File: config.mk
export PLATFORM = sky130hd
export DESIGN_NAME = uart_word_rx
export DESIGN_NICKNAME = d
export VERILOG_FILES = /design/src/rtl/uart_pkg.sv /design/src/rtl/uart_byte_rx.sv /design/src/rtl/uart_word_rx.sv
export SDC_FILE = /design/constraint.sdc
export NUM_CORES = 1
export LEC_CHECK = 0
export CAP_MARGIN = 20
export CORE_MARGIN = 2
export CORE_UTILIZATION = 55
export CTS_CLUSTER_SIZE = 12
export DETAILED_ROUTE_END_ITERATION = 6
export PLACE_DENSITY_LB_ADDON = 0.12
export SLEW_MARGIN = 20
export SYNTH_ARGS = -nofsm -noshare
export SYNTH_HDL_FRONTEND = slang
export SYNTH_SLANG_ARGS = --single-unit
File: constraint.sdc
create_clock -name clk -period 2.8 [get_ports clk]
set_clock_uncertainty 0.2 [all_clocks]
set_input_delay 0.56 -clock clk [delete_from_list [all_inputs] [get_ports clk]]
set_output_delay 0.56 -clock clk [all_outputs]
set_load 0.03 [all_outputs]
File: src/rtl/uart_pkg.sv
// uart_pkg: shared state type and constants for the UART word receiver
package uart_pkg;
   typedef enum logic [2:0] {IDLE, START, DATA, STOP, BREAK} rx_state_e;
   localparam int CLKS_PER_BIT_DEF = 4988;
   localparam int WORD_BYTES = 4;
   localparam int BITS_PER_BYTE = 8;
endpackage

File: src/rtl/uart_byte_rx.sv
// uart_byte_rx: 8N1 byte receiver with input synchronizer and break hold-off
// Ports: clk, rst (sync, active-high); rx_in (async serial, idle high);
//        rx_byte (last received byte); byte_done (1-cycle, good stop bit);
//        stop_err (1-cycle, bad stop bit); start_det (start edge seen in IDLE);
//        idle (receiver in IDLE)
module uart_byte_rx import uart_pkg::*; #(
   parameter int CLKS_PER_BIT = CLKS_PER_BIT_DEF
) (
   input  logic                     clk,
   input  logic                     rst,
   input  logic                     rx_in,
   output logic [BITS_PER_BYTE-1:0] rx_byte,
   output logic                     byte_done,
   output logic                     stop_err,
   output logic                     start_det,
   output logic                     idle
);
   localparam int CW = (CLKS_PER_BIT > 2) ? $clog2(CLKS_PER_BIT) : 1;
   localparam logic [CW-1:0] HALF = CW'(CLKS_PER_BIT / 2 - 1);
   localparam logic [CW-1:0] FULL = CW'(CLKS_PER_BIT - 1);
   rx_state_e state, state_n;
   logic rx_m, rx_s;
   logic [CW-1:0] cnt, cnt_n;
   logic [2:0] bit_cnt, bit_cnt_n;
   logic [BITS_PER_BYTE-1:0] sh, sh_n;
   logic done_n, err_n;
   assign idle = state == IDLE;
   assign start_det = idle && !rx_s;
   assign rx_byte = sh;
   always_ff @(posedge clk) begin
      if (rst) begin
         rx_m <= 1'b1;
         rx_s <= 1'b1;
         state <= IDLE;
         cnt <= '0;
         bit_cnt <= '0;
         sh <= '0;
         byte_done <= 1'b0;
         stop_err <= 1'b0;
      end else begin
         rx_m <= rx_in;
         rx_s <= rx_m;
         state <= state_n;
         cnt <= cnt_n;
         bit_cnt <= bit_cnt_n;
         sh <= sh_n;
         byte_done <= done_n;
         stop_err <= err_n;
      end
   end
   // Start bit is re-checked at mid-bit; every later sample lands one full bit later.
   always_comb begin
      state_n = state;
      cnt_n = cnt + 1'b1;
      bit_cnt_n = bit_cnt;
      sh_n = sh;
      done_n = 1'b0;
      err_n = 1'b0;
      case (state)
         IDLE: begin
            cnt_n = '0;
            state_n = rx_s ? IDLE : START;
         end
         START: if (cnt == HALF) begin
            cnt_n = '0;
            bit_cnt_n = '0;
            state_n = rx_s ? IDLE : DATA;
         end
         DATA: if (cnt == FULL) begin
            cnt_n = '0;
            sh_n = {rx_s, sh[BITS_PER_BYTE-1:1]};
            bit_cnt_n = bit_cnt + 3'd1;
            state_n = (bit_cnt == 3'd7) ? STOP : DATA;
         end
         STOP: if (cnt == FULL) begin
            cnt_n = '0;
            done_n = rx_s;
            err_n = !rx_s;
            state_n = rx_s ? IDLE : BREAK;
         end
         BREAK: begin
            cnt_n = '0;
            state_n = rx_s ? IDLE : BREAK;
         end
         default: state_n = IDLE;
      endcase
   end
endmodule

File: src/rtl/uart_word_rx.sv
// uart_word_rx: assembles four 8N1 bytes (LSB byte first) into a 32-bit word
// Ports: clk, rst (sync, active-high); rx_in (async serial, idle high);
//        data_out (last complete word, byte0 in [7:0]); data_valid (1-cycle);
//        frame_err (1-cycle, bad stop bit or inter-byte timeout);
//        busy (frame in progress or partial word held)
// Macro RX_TIMEOUT_EN: drop a partial word after TIMEOUT_BITS idle bit periods.
module uart_word_rx import uart_pkg::*; #(
   parameter int CLKS_PER_BIT = CLKS_PER_BIT_DEF,
   parameter int BYTES_PER_WORD = WORD_BYTES,
   parameter int TIMEOUT_BITS = 32
) (
   input  logic        clk,
   input  logic        rst,
   input  logic        rx_in,
   output logic [31:0] data_out,
   output logic        data_valid,
   output logic        frame_err,
   output logic        busy
);
`ifdef RX_TIMEOUT_EN
   localparam bit TO_EN = 1'b1;
`else
   localparam bit TO_EN = 1'b0;
`endif
   localparam int TW = $clog2(TIMEOUT_BITS * CLKS_PER_BIT + 1);
   localparam logic [TW-1:0] TLIM = TW'(TIMEOUT_BITS * CLKS_PER_BIT - 1);
   localparam logic [1:0] LAST = 2'(BYTES_PER_WORD - 1);
   logic [BITS_PER_BYTE-1:0] rx_byte;
   logic byte_done, stop_err, start_det, idle, timeout;
   logic [1:0] byte_idx;
   logic [31:0] word;
   logic [TW-1:0] tcnt;
   uart_byte_rx #(.CLKS_PER_BIT(CLKS_PER_BIT)) u_byte (
      .clk(clk), .rst(rst), .rx_in(rx_in), .rx_byte(rx_byte),
      .byte_done(byte_done), .stop_err(stop_err), .start_det(start_det), .idle(idle)
   );
   assign busy = !idle || byte_idx != 2'd0;
   assign timeout = TO_EN && idle && byte_idx != 2'd0 && !start_det && tcnt == TLIM;
   always_ff @(posedge clk) begin
      if (rst) begin
         byte_idx <= '0;
         word <= '0;
         data_out <= '0;
         data_valid <= 1'b0;
         frame_err <= 1'b0;
         tcnt <= '0;
      end else begin
         data_valid <= 1'b0;
         frame_err <= 1'b0;
         tcnt <= (start_det || !idle || byte_idx == 2'd0) ? '0 : tcnt + 1'b1;
         if (stop_err || timeout) begin
            frame_err <= 1'b1;
            byte_idx <= '0;
         end else if (byte_done) begin
            word[{byte_idx, 3'b000} +: BITS_PER_BYTE] <= rx_byte;
            byte_idx <= (byte_idx == LAST) ? 2'd0 : byte_idx + 2'd1;
            if (byte_idx == LAST) begin
               data_out <= {rx_byte, word[23:0]};
               data_valid <= 1'b1;
            end
         end
      end
   end
endmodule

==> results of run 1 <==
## power by group through the flow
stage	Combinational (µW)	Clock [µW]	Sequential, µW
global route	43.9	968	1300
global placement	40.4	0	1330
finish	39.3	890	1300
CTS	39.6	914	1300
detailed placement	40.4	0	1330
floorplan	30.5	0	1330
## state kept, by name (all words and copies together), names as in the netlist
register,count
u_byte.rx_s,1
word,24
u_byte.state,3
u_byte.rx_m,1
u_byte.cnt,13
frame_err,1
byte_idx,2
u_byte.bit_cnt,3
data_out,32
u_byte.stop_err,1
u_byte.rx_byte,8
u_byte.byte_done,1
data_valid,1
## layout by cell type, fill, tap and decap left out, types with 4 or more instances in the layout
master / count
ha_1: 9
xnor2_1: 7
a22oi_1: 24
nor2_1: 52
dfxtp_1: 91
buf_4: 8
clkdlybuf4s50_1: 35
a21oi_1: 36
inv_1: 8
nand2_1: 71
clkbuf_8: 10
nor3_1: 7
mux2i_1: 10
xor2_1: 4
## per-stage QoR
stage | setup slack, ps | hold WS (ps)
after CTS | 75.2 | 221
after floorplan | 446 | 189
final | 91.4 | 218
after detailed placement | 222 | 201
after global routing | 26.3 | 243
after global placement | 245 | 191
## worst max-delay path by stage
stage	endpoint	start	slack, ps
2_1_floorplan	busy	byte_idx[0]	450
3_3_place_gp	busy	byte_idx[1]	250
3_5_place_dp	busy	byte_idx[1]	220
4_1_cts	busy	byte_idx[1]	80
5_1_grt	busy	byte_idx[1]	30
6_report	busy	byte_idx[1]	90
## cells by family (layout without fill, tap and decap cells)
family	after synthesis	in the layout	synth area share
AND/OR/NAND/NOR	167	167	0.239
flip-flops	91	91	0.516
AO/OA/AOI/OAI	71	71	0.127
buffers and inverters	27	69	0.0305
XOR/XNOR	11	11	0.0273
multiplexers	10	10	0.0283
adder cells (fa/ha/maj)	9	9	0.0319
## layout make-up
class,count,area [µm²],share of cell area
multi-input cells,268,1600,0.384
inverters,8,30.0,0.00719
well taps,77,96.3,0.0231
clock buffers,11,141,0.0338
repair buffers,45,424,0.102
flip-flops and latches,91,1820,0.436
clock inverters,5,61.3,0.0147
## critical path: stages (launching register included)
cell	delay (ps)
dfxtp_1	340
inv_1	110
ha_1	190
or4b_2	580
dlygate4sd2_1	380
## layer usage
layer / wire length [µm] / up-vias
met1: 3110 / 1258
met3: 161 / 9
li1: - / 1387
met5: 0 / -
met2: 3420 / 29
met4: 111 / 0
==> results by group, run 1 <==
Run status
  – Status: finished clean

Place
  – Placed Cells: 489
  – Final GP Congestion: 0.806
  – DP Area: 3980 µm²
  – Port Buffer Count: 37
  – Post-DP HPWL: 4550 µm

Synth
  – Synth cell count leaders: dfxtp_1, nand2_1, nor2_1, a21oi_1, a22oi_1
  – Async SR Flop Fraction: 0
  – Post-synthesis net count: 398
  – Top-area cell type share of the netlist area: 0.516
  – Commonest register cell after synthesis: dfxtp_1
  – Synth Cell Area: 3530 µm²
  – EDFF count, synth: 0
  – Area contributors post-synth: dfxtp_1, nand2_1, nor2_1
  – Number of synthesized register bits: 91
  – Post-synthesis sequential area ratio: 0.516
  – Area leader, netlist: dfxtp_1
  – Mapped Cells: 386
  – Number of library cell types mapped by synthesis: 45
  – Yosys warns: 0
  – Syn avg cell area: 9.15 µm²
  – Most frequent cell after synthesis: dfxtp_1

GRT
  – Total GRT Usage: 0.199
  – Met1 usage: 0.251
  – Met2 usage: 0.338
  – Remaining Overflow, GRT: 0
  – Vias in the first global route: 2515
  – GR Layer Usage met3: 0.0364
  – Initial antenna violation count: 0
  – First-pass GRT wire length: 11500 µm
  – GR peak layer: met2
  – Largest net degree at the start of global routing: 77

CTS
  – Worst-Skew Late Latency: 360 ps
  – CTS tree: done
  – H-tree depth: 3
  – Clock Sink Count: 91
  – Clock slew at reported path FFs: 80 ps
  – # Post-CTS Setup Buffers: 0
  – Number of buffers created by CTS: 9
  – CTS root buf: clkbuf_8
  – Cts repair resizes: 1
  – Clock Path Buffers: 2
  – Hold buffer count at cts: 0

STA
  – Worst Max-Slew Pin Slew: 737 ps
  – Unrepaired setup endpoints after global routing: false
  – TNS Setup: 0 ps
  – Fmax: 0.369 GHz
  – Setup violators final: 0
  – Final count of hold timing violations: 0
  – Tcrit/Tclk final: 0.967
  – Max-Slew Margin vs Limit: 0.508
  – Min cycle time layout: 2710 ps
  – Slew Viols, Final: 0

Pwr
  – Comb power frac: 0.018
  – Maximum VDD drop: 299 µV
  – Switching share of power: 0.216
  – Switching power: 482 µW
  – Leak: 0.00146 µW
  – Clock power frac: 0.399
  – P_int: 1750 µW
  – Flop pwr share: 0.583
  – P per Cell Area: 534 nW/µm²
  – Total power: 2230 µW

Route
  – Vias/cell: 5.31
  – DRC: 0
  – Total number of vias: 2683
  – Drt pass-1 iters: 4
  – Post-detailed-route wirelength per cell: 13.5 µm
  – Antenna Nets Post-Route: 0
  – Final wirelength: 6800 µm
  – Detailed Route Iter0 Violations: 118

Min path
  – WHS Path Cells: 1
  – Hold Path End: u_byte.rx_s
  – Hold Path Origin: u_byte.rx_m
  – Worst hold-check path type: reg -> reg

Cells and area
  – Synthesis-to-finish area growth: 18.3%
  – Post-Layout Cell Count: 505
  – Share of layout cells above drive strength 1: 0.0911
  – Finished Cell Area: 4180 µm²
  – NumNets Final: 435
  – N_diodes: 0
  – Fillers: 544
  – Final Util: 0.666

Critical path
  – Reg-to-Reg End: u_byte.bit_cnt[2]
  – Critical R2R Launch: u_byte.cnt[0]
  – R2r worst-path depth: 6
  – CP Class: reg -> out
  – Nature of the critical path endpoint: primary output
  – Crit path max fanout: 4
  – Worst EP arrival: 1950 ps
  – Crit start category: flip-flop
  – Reg2reg setup slack: 710 ps
  – Req. time, crit path: 2040 ps

Floorplanning
  – Initial Util: 0.563
  – DIE HEIGHT: 84.1 µm
  – Die Wd: 84.1 µm
  – Die area: 7080 µm²
  – Num rows: 29
  – Core Box Area: 6280 µm²
  – I/O pin cnt: 38

Flow run
  – Max Cap Violations: 0
Power figures use the tool's default switching activity.
==> run 2: changes to the inputs <==
--- a/config.mk
+++ b/config.mk
@@ -5,12 +5,13 @@
 export SDC_FILE = /design/constraint.sdc
 export NUM_CORES = 1
 export LEC_CHECK = 0
+export ABC_AREA = 1
 export CAP_MARGIN = 20
 export CORE_MARGIN = 2
 export CORE_UTILIZATION = 55
 export CTS_CLUSTER_SIZE = 12
 export DETAILED_ROUTE_END_ITERATION = 6
-export PLACE_DENSITY_LB_ADDON = 0.12
+export PLACE_DENSITY = 0.81
 export SLEW_MARGIN = 20
 export SYNTH_ARGS = -nofsm -noshare
 export SYNTH_HDL_FRONTEND = slang
==> run 2 against run 1 <==
Effect of this change: synthesized area increased by 11%; largest cell class unchanged; sequential share of layout area decreased by 3.5 points; die area increased by 10%; sequential power increased by 3%; critical endpoint unchanged; combinational power increased to 6.1 times the previous value; final area increased by 8.7%; worst setup slack improved by 360 ps.
==> results by group, run 2 <==
Run status
  – Status: finished clean

Critical path
  – Reg-to-Reg End: word[2]
  – Worst setup endpoint: busy
  – CP max-delay cell: dfxtp_1
  – Worst-path cell chain: inv_1 -> ha_1 -> nand4_1 -> dlymetal6s2s_1
  – Crit start category: flip-flop
  – Critical path origin: byte_idx[0]
  – R2r worst-path depth: 7
  – Req. time, crit path: 2040 ps
  – CP Class: reg -> out
  – Nature of the critical path endpoint: primary output
  – Worst EP arrival: 1590 ps
  – Critical R2R Launch: byte_idx[0]
  – Reg2reg setup slack: 770 ps
  – Crit path max fanout: 6
  – Max incr delay on CP: 430 ps

Synth
  – Yosys warns: 0
  – Commonest register cell after synthesis: dfxtp_1
  – Number of library cell types mapped by synthesis: 31
  – Area leader, netlist: dfxtp_1
  – Area contributors post-synth: dfxtp_1, a21oi_1, o21ai_0
  – Top-area cell type share of the netlist area: 0.466
  – Synth cell count leaders: dfxtp_1, inv_1, a21oi_1, o21ai_0, nand2_1
  – EDFF count, synth: 0
  – Post-synthesis net count: 522
  – Mapped Cells: 510
  – Post-synthesis sequential area ratio: 0.466
  – Most frequent cell after synthesis: dfxtp_1
  – Number of synthesized register bits: 91
  – Synth Cell Area: 3910 µm²
  – Syn avg cell area: 7.66 µm²
  – Async SR Flop Fraction: 0

CTS
  – Clock slew at reported path FFs: 90 ps
  – H-tree depth: 3
  – Clock Sink Count: 91
  – CTS tree: done
  – Clock Path Buffers: 2
  – Hold buffer count at cts: 0
  – CTS root buf: clkbuf_8
  – Number of buffers created by CTS: 9
  – Worst-Skew Late Latency: 360 ps

GRT
  – Largest net degree at the start of global routing: 66
  – Initial antenna violation count: 0
  – Vias in the first global route: 2903
  – Total GRT Usage: 0.207
  – First-pass GRT wire length: 12600 µm
  – Remaining Overflow, GRT: 0

Cells and area
  – Commonest non-fill, non-tap cell in the layout: dfxtp_1
  – N_diodes: 0
  – Fillers: 611
  – Share of layout cells above drive strength 1: 0.0985
  – Number of flip-flops in the largest register: 32
  – Synthesis-to-finish area growth: 16.3%
  – Biggest regs: data_out x32, word x24, u_byte.cnt x13
  – Reg with most FFs: data_out
  – Most frequent cells in the layout: dfxtp_1, inv_1, a21oi_1, o21ai_0, nand2_1
  – NumNets Final: 555

Flow run
  – Max Cap Violations: 0

Route
  – Total number of vias: 3188
  – Final wirelength: 7330 µm
  – DRC: 0
  – Vias/cell: 4.95
  – Met2 WL: 3550 µm
  – Top sig layer: met4
  – Post-detailed-route wirelength per cell: 11.4 µm
  – Antenna Nets Post-Route: 0
  – Detailed Route Iter0 Violations: 156
  – Metal3 WL: 272 µm
  – Drt pass-1 iters: 4
  – WL met1: 3410 µm

STA
  – Setup violators final: 0
  – Unrepaired setup endpoints after global routing: false
  – TNS Setup: 0 ps
  – Fmax: 0.426 GHz
  – Slew Viols, Final: 0
  – Max-Slew Margin vs Limit: 0.634
  – Tcrit/Tclk final: 0.838
  – Min cycle time layout: 2350 ps
  – Final count of hold timing violations: 0
  – Hold_ws: 215 ps
  – Worst Max-Slew Pin Slew: 548 ps

Pwr
  – Switching power: 677 µW
  – P per Cell Area: 534 nW/µm²
  – Clock power frac: 0.350
  – Comb power frac: 0.100
  – Leak: 0.00163 µW
  – Flop pwr share: 0.550
  – P_int: 1750 µW
  – Switching share of power: 0.279
  – Maximum VDD drop: 344 µV

Floorplanning
  – Die area: 7790 µm²
  – Die Wd: 88.3 µm
  – Core Box Area: 6830 µm²
  – DIE HEIGHT: 88.3 µm
  – I/O pin cnt: 38
  – Initial Util: 0.572
  – Num rows: 30

Place
  – Final GP Congestion: 0.906
  – Post-DP HPWL: 5250 µm
  – Port Buffer Count: 37

Min path
  – Worst hold-check path type: reg -> reg
-- run 2: worst max-delay path: cells and delay by family (launching register included) --
kind / cells / cell delay (ps)
flip-flops: 1 / 430
buffers and inverters: 2 / 420
adder cells (fa/ha/maj): 1 / 260
AND/OR/NAND/NOR: 1 / 100
-- run 2: final cells by class --
class / count / area (µm²) / area share
repair buffers: 41 / 403 / 0.0887
well taps: 96 / 120 / 0.0264
inverters: 88 / 330 / 0.0727
clock inverters: 7 / 68.8 / 0.0151
multi-input cells: 312 / 1680 / 0.369
clock buffers: 9 / 124 / 0.0273
flip-flops and latches: 91 / 1820 / 0.401
-- run 2: worst min-delay path by stage --
stage | cells after the start | start | to
finish | 1 | u_byte.rx_m | u_byte.rx_s
global route | 1 | u_byte.rx_m | u_byte.rx_s
CTS | 1 | u_byte.rx_m | u_byte.rx_s
detailed placement | 1 | u_byte.rx_m | u_byte.rx_s
global placement | 1 | u_byte.rx_m | u_byte.rx_s
floorplan | 1 | u_byte.rx_m | u_byte.rx_s
-- run 2: metrics by stage --
step,area [µm²],total power [µW],util,worst slack [ps],std cells
6_report,4540,2430,0.665,455,644
4_1_cts,4540,2460,0.665,44.7,644
3_3_place_gp,4350,1600,0.636,507,628
5_1_grt,4540,2540,0.665,377,644
2_1_floorplan,3910,1560,-,1060,510
3_5_place_dp,4350,1610,0.636,469,628
-- run 2: power groups by stage --
stage	clock network, µW	registers, µW	logic, µW
final	849	1340	241
after global routing	927	1340	278
after CTS	880	1340	245
after detailed placement	0	1370	244
after global placement	0	1360	237
after floorplan	0	1360	197
-- run 2: per-layer routing --
layer	up-vias	global-route usage
li1	1691	-
met1	1439	0.263
met2	50	0.345
met3	8	0.0448
met4	0	0.0813
met5	-	0
-- run 2: repair_timing --
item / 4_1_cts / 5_1_grt
buffers inserted: 0 / 0
endpoints found under the setup margin: 0 / 1
gates resized for setup: 0 / 1
-- run 2: cells by family after synthesis --
family | share of synthesized area
flops | 0.466
compound gates | 0.177
fa+ha+maj | 0.0288
simple gates | 0.210
xor+xnor | 0.0112
buf+inv | 0.106
==> run 3: changes to the inputs <==
==> constraint.sdc (replaced) <==
create_clock -name clk -period 2.4 [get_ports clk]
set_clock_uncertainty 0.2 [all_clocks]
set_input_delay 0.48 -clock clk [delete_from_list [all_inputs] [get_ports clk]]
set_output_delay 0.48 -clock clk [all_outputs]
set_load 0.03 [all_outputs]
==> run 3 against run 2 <==
Effect of this change: global-route usage barely moved; clock power grew 15%; combinational power grew 18%; clock-buffer cell count is the same; utilization is 0.055 points lower; sequential cell count is the same; register-to-register slack lost 390 ps; critical path depth unchanged; first-iteration DRC count up 37%; critical path type unchanged; critical endpoint unchanged; largest cell class unchanged; largest power group unchanged.
==> results by group, run 3 (synthesized netlist as in run 2, its figures left out) <==
CTS
  – Number of buffers created by CTS: 9
  – # Post-CTS Setup Buffers: 0
  – CTS root buf: clkbuf_8
  – CTS tree: done
  – Clock Path Buffers: 2
  – Worst-Skew Late Latency: 370 ps
  – Hold buffer count at cts: 0
  – Clock slew at reported path FFs: 90 ps
  – Clock Sink Count: 91
  – H-tree depth: 3

Cells and area
  – Biggest regs: data_out x32, word x24, u_byte.cnt x13
  – NumNets Final: 555
  – Sequential cell area: 1820 µm²
  – Commonest non-fill, non-tap cell in the layout: dfxtp_1
  – Synthesis-to-finish area growth: 16.2%
  – Fillers: 602
  – Share of layout cells above drive strength 1: 0.100
  – Number of flip-flops in the largest register: 32
  – Reg with most FFs: data_out
  – Most frequent cells in the layout: dfxtp_1, inv_1, a21oi_1, o21ai_0, nand2_1
  – Multi-input logic area: 1680 µm²
  – N_diodes: 0

Run status
  – Status: finished clean

Critical path
  – Nature of the critical path endpoint: primary output
  – Crit path depth: 4
  – Crit start category: flip-flop
  – Reg2reg setup slack: 380 ps
  – Crit path max fanout: 6
  – Critical path origin: byte_idx[0]
  – Critical R2R Launch: byte_idx[0]
  – Max incr delay on CP: 440 ps
  – CP max-delay cell: dfxtp_1
  – Worst EP arrival: 1510 ps
  – Req. time, crit path: 1720 ps
  – CP delay by family, top: flip-flops
  – Reg-to-Reg End: word[2]
  – Worst-path cell chain: inv_1 -> ha_1 -> nand4_1 -> clkbuf_2
  – WP buf/inv: 2
  – CP Class: reg -> out
  – Worst setup endpoint: busy
  – R2r worst-path depth: 7

Route
  – Vias/cell: 5.11
  – Final wirelength: 7680 µm
  – Detailed Route Iter0 Violations: 213
  – Total number of vias: 3293
  – Antenna Nets Post-Route: 0
  – DRC: 0
  – Drt pass-1 iters: 5
  – Post-detailed-route wirelength per cell: 11.9 µm

Place
  – Port Buffer Count: 37
  – Post-DP HPWL: 5520 µm
  – Final GP Congestion: 0.850

Pwr
  – Leak: 0.00161 µW
  – Maximum VDD drop: 420 µV
  – Clock power frac: 0.346
  – P_int: 2020 µW
  – Comb power frac: 0.101
  – Total power: 2820 µW
  – P per Cell Area: 621 nW/µm²
  – Switching power: 793 µW
  – Switching share of power: 0.281
  – Flop pwr share: 0.554

Floorplanning
  – DIE HEIGHT: 88.3 µm
  – Die Wd: 88.3 µm
  – I/O pin cnt: 38
  – Core Box Area: 6830 µm²
  – Die area: 7790 µm²
  – Initial Util: 0.572
  – Num rows: 30

STA
  – Setup violators final: 0
  – Final count of hold timing violations: 0
  – Max-Slew Margin vs Limit: 0.629
  – Unrepaired setup endpoints after global routing: false
  – Worst Max-Slew Pin Slew: 556 ps
  – TNS Setup: 0 ps
  – Slew Viols, Final: 0
  – Fmax: 0.456 GHz
  – Tcrit/Tclk final: 0.914
  – Min cycle time layout: 2190 ps

GRT
  – Largest net degree at the start of global routing: 66
  – Vias in the first global route: 2919
  – Remaining Overflow, GRT: 0
  – Met2 usage: 0.347
  – GR Layer Usage met3: 0.0345
  – Met1 usage: 0.261
  – First-pass GRT wire length: 12700 µm
  – GR peak layer: met2
  – Initial antenna violation count: 0
  – Total GRT Usage: 0.207

Flow run
  – Max Cap Violations: 0

Min path
  – Worst hold-check path type: reg -> reg
run 3: repair_timing:
| item | 4_1_cts | 5_1_grt |
|---|---|---|
| cloned | 0 | 0 |
| pin swaps | 0 | 0 |
| endpoints found under the setup margin | 1 | 1 |
| gates resized for setup | 1 | 2 |
run 3: cell type report:
type                       count  share of cell area
inverter                      88              0.0728
clock buffer                   9              0.0273
multi-input combinational    312               0.369
timing repair buffer          41              0.0899
clock inverter                 7              0.0132
tap                           96              0.0265
sequential                    91               0.401
run 3: stage by stage:
| step | utilization | setup WS [ps] | std cells | cell area (µm²) | hold WS [ps] |
|---|---|---|---|---|---|
| 6_report | 0.664 | 206 | 644 | 4540 | 221 |
| 5_1_grt | 0.664 | 113 | 644 | 4540 | 244 |
| 4_1_cts | 0.665 | 13.5 | 644 | 4540 | 226 |
| 3_5_place_dp | 0.638 | 148 | 628 | 4360 | 202 |
| 3_3_place_gp | 0.638 | 188 | 628 | 4360 | 195 |
| 2_1_floorplan | - | 658 | 510 | 3910 | 189 |
run 3: worst register-to-register path: cells and delay by family (launching register included):
kind | cells | cell delay (ps)
compound gates | 1 | 160
fa+ha+maj | 1 | 360
buf+inv | 2 | 190
simple gates | 3 | 620
flops | 1 | 440
run 3: worst min-delay path by stage:
stage	from	endpoint	slack, ps	cells after the start
2_1_floorplan	u_byte.rx_m	u_byte.rx_s	190	1
3_3_place_gp	u_byte.rx_m	u_byte.rx_s	200	1
3_5_place_dp	u_byte.rx_m	u_byte.rx_s	200	1
4_1_cts	u_byte.rx_m	u_byte.rx_s	230	1
5_1_grt	u_byte.rx_m	u_byte.rx_s	240	1
6_report	u_byte.rx_m	u_byte.rx_s	220	1
run 3: routing by layer:
layer,vias up,part of all wire
li1,1697,-
met1,1501,0.44
met2,75,0.49
met3,20,0.041
met4,0,0.024
met5,-,0
run 3: power by group through the flow:
stage	logic (µW)	clock network (µW)	registers (µW)
after floorplan	230	0	1590
after global placement	280	0	1590
after detailed placement	293	0	1590
after CTS	289	985	1560
after global routing	320	1050	1560
final	284	974	1560
